### src/rtl/cpu_result_uart_pkg.sv
// Shared types and constants for the CPU result UART reporter.
// CPU_RESULT_UART_SYNC_EN (optional) prefixes every frame with UR_SYNC_BYTE.
package cpu_result_uart_pkg;

  typedef enum logic [1:0] {
    IDLE  = 2'd0,
    START = 2'd1,
    DATA  = 2'd2,
    STOP  = 2'd3
  } ur_state_t;

  localparam logic [7:0] UR_SYNC_BYTE   = 8'hA5;
  localparam int         UR_FRAME_BYTES = 8;
  localparam logic [7:0] UR_DROP_MAX    = 8'd255;

endpackage

### src/rtl/cpu_result_uart_tx_byte.sv
// One 8N1 UART byte transmitter. A start accepted in the last stop-bit cycle
// chains the next byte with no idle gap; done pulses in that same cycle.
module uart_tx_byte
  import cpu_result_uart_pkg::*;
#(
  parameter int CLK_DIV = 16
) (
  input  logic       clk,
  input  logic       reset,
  input  logic       start,
  input  logic [7:0] data,
  output logic       tx,
  output logic       done,
  output ur_state_t  state
);

  localparam int            CW       = (CLK_DIV > 2) ? $clog2(CLK_DIV) : 1;
  localparam logic [CW-1:0] CNT_LAST = CW'(CLK_DIV - 1);

  logic [CW-1:0] cnt;
  logic [2:0]    bit_idx;
  logic [7:0]    sh;
  logic          bit_end;

  assign bit_end = (cnt == CNT_LAST);
  // Handshake: start is sampled only in IDLE or the final STOP cycle (done=1).
  assign done    = (state == STOP) && bit_end;

  always_ff @(posedge clk) begin
    if (reset) begin
      state   <= IDLE;
      cnt     <= '0;
      bit_idx <= '0;
      sh      <= '0;
      tx      <= 1'b1;
    end else begin
      case (state)
        IDLE: begin
          cnt <= '0;
          if (start) begin
            sh    <= data;
            tx    <= 1'b0;
            state <= START;
          end
        end
        START: begin
          if (bit_end) begin
            cnt     <= '0;
            bit_idx <= '0;
            tx      <= sh[0];
            state   <= DATA;
          end else begin
            cnt <= cnt + 1'b1;
          end
        end
        DATA: begin
          if (bit_end) begin
            cnt <= '0;
            if (bit_idx == 3'd7) begin
              tx    <= 1'b1;
              state <= STOP;
            end else begin
              bit_idx <= bit_idx + 3'd1;
              sh      <= {1'b0, sh[7:1]};
              tx      <= sh[1];
            end
          end else begin
            cnt <= cnt + 1'b1;
          end
        end
        STOP: begin
          if (bit_end) begin
            cnt <= '0;
            if (start) begin
              sh    <= data;
              tx    <= 1'b0;
              state <= START;
            end else begin
              state <= IDLE;
            end
          end else begin
            cnt <= cnt + 1'b1;
          end
        end
        default: state <= IDLE;
      endcase
    end
  end

endmodule

### src/rtl/cpu_result_uart.sv
// Watches the CPU result pair, buffers one snapshot and sends it as a UART frame.
// Define CPU_RESULT_UART_SYNC_EN to prefix each frame with the 0xA5 sync byte.
module cpu_result_uart
  import cpu_result_uart_pkg::*;
#(
  parameter int CLK_DIV = 16
) (
  input  logic        clk,
  input  logic        reset,
  input  logic [31:0] output1,
  input  logic [31:0] output2,
  input  logic        enable,
  output logic        tx,
  output logic        busy,
  output logic [7:0]  drop_cnt
);

`ifdef CPU_RESULT_UART_SYNC_EN
  localparam logic [3:0] LAST_IDX = 4'(UR_FRAME_BYTES);
`else
  localparam logic [3:0] LAST_IDX = 4'(UR_FRAME_BYTES - 1);
`endif

  logic [31:0] prev1, prev2;
  logic [63:0] pend;
  logic        pend_v;
  logic [63:0] frame_sh;
  logic [3:0]  byte_idx;
  logic        change, consume, more, start, done;
  logic [7:0]  data, first_byte;
  logic [63:0] first_sh;
  ur_state_t   tx_state;

  assign change  = enable && ({output1, output2} != {prev1, prev2});
  assign consume = (tx_state == IDLE) && pend_v;
  assign more    = done && (byte_idx != LAST_IDX);
  assign start   = consume || more;
  assign busy    = (tx_state != IDLE);

  // frame_sh always holds the bytes still to send, next one in [63:56].
`ifdef CPU_RESULT_UART_SYNC_EN
  assign first_byte = UR_SYNC_BYTE;
  assign first_sh   = pend;
`else
  assign first_byte = pend[63:56];
  assign first_sh   = {pend[55:0], 8'h00};
`endif
  assign data = consume ? first_byte : frame_sh[63:56];

  always_ff @(posedge clk) begin
    if (reset) begin
      prev1    <= '0;
      prev2    <= '0;
      pend     <= '0;
      pend_v   <= 1'b0;
      drop_cnt <= '0;
      frame_sh <= '0;
      byte_idx <= '0;
    end else begin
      prev1 <= output1;
      prev2 <= output2;
      // A new event refills pend even while the old value is being consumed.
      if (change) begin
        pend   <= {output1, output2};
        pend_v <= 1'b1;
        if (pend_v && !consume && drop_cnt != UR_DROP_MAX)
          drop_cnt <= drop_cnt + 8'd1;
      end else if (consume) begin
        pend_v <= 1'b0;
      end
      if (consume) begin
        frame_sh <= first_sh;
        byte_idx <= '0;
      end else if (more) begin
        frame_sh <= {frame_sh[55:0], 8'h00};
        byte_idx <= byte_idx + 4'd1;
      end
    end
  end

  uart_tx_byte #(.CLK_DIV(CLK_DIV)) u_tx (
    .clk   (clk),
    .reset (reset),
    .start (start),
    .data  (data),
    .tx    (tx),
    .done  (done),
    .state (tx_state)
  );

endmodule

### config.mk
export PLATFORM = sky130hd
export DESIGN_NAME = cpu_result_uart
export DESIGN_NICKNAME = d
export VERILOG_FILES = /design/src/rtl/cpu_result_uart_pkg.sv /design/src/rtl/cpu_result_uart_tx_byte.sv /design/src/rtl/cpu_result_uart.sv
export SDC_FILE = /design/constraint.sdc
export NUM_CORES = 1
export LEC_CHECK = 0
export ABC_CLOCK_PERIOD_IN_PS = 4100
export CORE_UTILIZATION = 50
export DETAILED_ROUTE_END_ITERATION = 8
export GPL_ROUTABILITY_DRIVEN = 0
export HOLD_SLACK_MARGIN = 0.05
export PLACE_DENSITY = 0.76
export SYNTH_ARGS = -nofsm -noshare
export SYNTH_HDL_FRONTEND = slang
export SYNTH_HIERARCHICAL = 1
export SYNTH_SLANG_ARGS = --single-unit
### constraint.sdc
create_clock -name clk -period 4.1 [get_ports clk]
set_input_delay 0.82 -clock clk [delete_from_list [all_inputs] [get_ports clk]]
set_output_delay 0.82 -clock clk [all_outputs]
set_load 0.02 [all_outputs]
; Word level (Yosys, flattened, before mapping)
; Index checks and enable logic that the tools add are counted.
[totals]
output_inout_bits = 10
reg_bits = 215
in_bits = 67
word_cells = 80
[op_classes]
n_addsub = 4
eq_ne = 14
n_reduce_logical = 21
mux = 29
[ops]
columns = op, count
row1 = $mux 64, 2
row2 = $ne 64x64->1, 1
row3 = $mux 8, 5
row4 = $pmux 8 s3, 1
row5 = $mux 2, 5
row6 = $mux 3, 3
row7 = $add 4x1->4 const B, 2
row8 = $add 8x1->8 const B, 1
row9 = $mux 1, 8
row10 = $ne 2x1->1 const B, 4
row11 = $ne 8x8->1 const B, 1
row12 = $pmux 2 s4, 1
row13 = $pmux 4 s2, 1
row14 = $reduce_and 4->1, 2
row15 = $reduce_bool 2->1, 4
row16 = $logic_and 1x1->1, 6
row17 = $pmux 3 s2, 1
row18 = $reduce_and 5->1, 1
row19 = $eq 2x2->1 const B, 2
row20 = $eq 4x4->1 const B, 1
row21 = $mux 4, 1
row22 = $ne 2x2->1 const B, 2
row23 = $ne 4x3->1 const B, 1
row24 = $pmux 1 s4, 1
row25 = other kinds (11), 11

; Depth between registers and ports, before layout
[logic_depth]
ltp_word = 7
ltp_mapped = 11

; Modules after synthesis
; The synthesis kept the hierarchy.
[modules_own_cells]
columns = mod, cells_each, area_each_um2, seq_area_each_um2, instances
row1 = cpu_result_uart, 831, 8220.4, 3943.8, 1
row2 = uart_tx_byte, 103, 977.2, 360.3, 1

; Least setup slack after synthesis
; Ideal clock, no wire load.
[synth_path]
path_kind = input to register
from = input port output1[7]
to = register pend[14]
stages = 8
arrival_time_ns = 2.632
n_path_buf = 2
setup_time_ns = 0.121
slack_ns = 1.347
cell_sequence = xor2_1 > nor4_1 > nand4_1 > nor4_4 > nand2b_2 > buf_12 > buf_12 > mux2_4
[synth_between]
elab_chain_len = 2
[synth_lines]
columns = element, line_no
row1 = "start, declared", cpu_result_uart.sv:10  ; input logic [31:0] output1,
row2 = $ne 64x64->1, cpu_result_uart.sv:34  ; assign change = enable && ({output1, output2} != {prev1, prev2});
row3 = $logic_and 1x1->1, cpu_result_uart.sv:34
row4 = "end signal, assigned", cpu_result_uart.sv:64  ; pend <= {output1, output2};
row5 = "end, declared", cpu_result_uart.sv:25  ; logic [63:0] pend;
; No other way between the ends.
; A chain may end at the register's enable or synchronous reset.

; Final worst setup path
[layout_path]
from = input port output1[7]
to = register pend[5]
; The elaborated chain is that of the path after synthesis.

==> reports/metrics.cfg <==
[timing]
drv_slew = 0
tightest_slew_ns = 0.792
period_share_pct = 76.2
setup_tns_ns = 0
finalCriticalPeriod_ns = 3.13
rsz0062_at_grt = no
setup_viol = 0
clock_skew_ns = 0.0102
fmax_mhz = 320
slew_headroom_pct = 47.2
holdWs_ns = 0.447
hold_viol = 0

[detailed_routing]
drt_iter0_markers = 530
drt_pass1_iterations = 5
ant_nets = 0
routed_wl_um = 19900
drc = 0
wl_per_cell_um = 16.3
viasPerCell = 5.28
dr_total_vias = 6476

[run_status]
outcome = complete, no violations

[critical_path]
path_class = in -> reg
critical_path_arrival_ns = 3.51
cp-start-kind = input pin
required_ns = 4.48
cp_max_fo = 37
slowest_delay_ns = 0.62
ff2ff_path_depth = 7
path_cells = clkdlybuf4s50_1 -> xor2_1 -> nor4_1 -> nand4_1 -> nor4_4 -> nand2b_4 -> buf_12 -> mux2_2
cp-end-kind = flop
slowest_stage = nor4_1

[placed_design]
placedCellCount = 1193
port_buffers = 76
hpwl_um = 13500
placed_cell_area_um2 = 10100

[synth]
ys_ff_latch = 215
avgSynthCellArea_um2 = 9.85
synth.top_cells.by_count = dfxtp_1, nand2_1, nor2b_1
yosysTopAreaCellShare_pct = 46.8
netlist_area_um2 = 9200
synth_flop_cell = dfxtp_1
synth_fp_nets = 1012
yosysSeqAreaShare_pct = 46.8
synth_cell_types = 46
yosys.cell_count.top_type = dfxtp_1
synth_top_area_cell = dfxtp_1
async_reset_ff_share_pct = 0
syn-instance-count = 934
synthTopCellsByArea = dfxtp_1, nor2b_1, mux2_4
yosysWarnings = 6
synth-edff-count = 0

[grt]
grt_overflow = 0
grt_max_degree = 97
grt_use_met3_pct = 3.38
grt_use_met2_pct = 35.7
met1_usage_pct = 29.3
grt.total_usage_pct = 21.9
grt_pass1_wl_um = 32200
busiest_layer = met2
antenna_found_initial = 0
grt_pass1_vias = 6291

[floorplanning]
core_area_um2 = 18000
die_y_um = 138
die_x_um = 138
die_area_um2 = 18900
initial_core_util_pct = 51.0
fp-row-count = 49
io_pins = 77

[finish]
diodes = 0
area_growth_pct = 16.7
nNetsFinal = 1067
final_cell_count_no_fill = 1226
drive_gt1_share_pct = 12.1
fin_area_um2 = 10700

[clock_network]
clk_latency_ns = 0.50
cts_sinks = 215
cts_setup_buffers = 0
hold_buffers = 0
cts_buffers = 23
clk_pin_slew_worst_paths_ns = 0.05
cts_resized = 0
cts_root_buf = clkbuf_16
htree_levels = 1
cts_tree = built
clockBufferDepth = 3

[power_and_ir_drop]
power_density_nw_per_um2 = 487
peakVddDrop_mv = 0.341
p_leak_nw = 4.28

[min_path]
hp-class = reg -> reg
whs_path_depth = 2

[flow_run]
max-cap-violations = 0

-- per-layer routing --
| metal | share of wire [%] | vias up |
|---|---|---|
| li1 | - | 3265 |
| met1 | 46 | 3034 |
| met2 | 47 | 147 |
| met3 | 4.5 | 30 |
| met4 | 2.6 | 0 |
| met5 | 0 | - |
-- worst max-delay path, delay by kind of cell --
family | cells | cell delay [ns]
xor+xnor | 1 | 0.17
simple gates | 4 | 1.41
mux | 1 | 0.37
buf+inv | 2 | 0.69
-- layout by cell type, fill, tap and decap left out, types with 7 or more instances in the layout --
cell,synthesis,final
clkdlybuf4s50_1,0,75
nand2_1,140,139
xor2_1,67,67
nor4_1,16,16
clkbuf_16,0,23
dfxtp_1,215,215
a211oi_1,7,7
a311oi_1,48,48
nor2b_1,133,133
nor3_1,7,7
nor2_1,69,69
mux2_2,20,20
buf_4,1,11
mux2_4,49,49
a21oi_1,16,16
mux2i_1,10,10
nand3_1,15,15
ha_1,11,11
-- state kept, by name, summed over array words and instances, names as in the netlist, 2 cells and up --
register and flops:
pend 64, prev1 32, frame_sh 56, u_tx/bit_idx 3, drop_cnt 8, u_tx/state 2
prev2 32, u_tx/sh 8, byte_idx 4, u_tx/cnt 4
-- final timing paths --
check                                          start                         to  slack (ns)
worst min-delay path            pend[4]$_SDFFE_PP0P_  frame_sh[12]$_SDFFE_PP0P_        0.45
worst max-delay path                      output1[7]       pend[5]$_SDFFE_PP0P_        0.97
worst max register to register   prev1[7]$_SDFF_PP0_       pend[5]$_SDFFE_PP0P_        1.46
worst min register to register  pend[4]$_SDFFE_PP0P_  frame_sh[12]$_SDFFE_PP0P_        0.45
-- through the flow --
step / setup slack [ns] / power (mW) / utilization, %
6_report: 0.974 / 5.22 / 59.6
5_1_grt: 0.948 / 5.47 / 59.6
4_1_cts: 0.989 / 5.26 / 59.6
3_5_place_dp: 0.471 / 3.39 / 55.9
3_3_place_gp: 0.509 / 3.36 / 55.9
2_1_floorplan: 1.35 / 3.13 / -
-- kinds of logic after synthesis --
| logic type | synth area share, % |
|---|---|
| adders and majority gates | 1.50 |
| xor gates and xnor gates | 6.57 |
| muxes | 11.5 |
| DFF | 46.8 |
| and+or+nand+nor | 22.2 |
| buffers and inverters | 3.92 |
| AOI/OAI and AO/OA | 7.48 |
-- power breakdown --
part | internal, mW | total [mW] | switching [mW]
clock | 1.10 | 1.87 | 0.773
combinational | 0.405 | 0.910 | 0.505
sequential | 2.32 | 2.44 | 0.124
-- final cells by class --
type | instances | area [µm²]
clock buffers | 33 | 663
repair buffers | 90 | 905
fillers | 1564 | 7290
well taps | 229 | 287
flip-flops and latches | 215 | 4300
inverters | 5 | 18.8
multi-input cells | 654 | 4560
No activity file was read; power rests on OpenSTA's default activity.
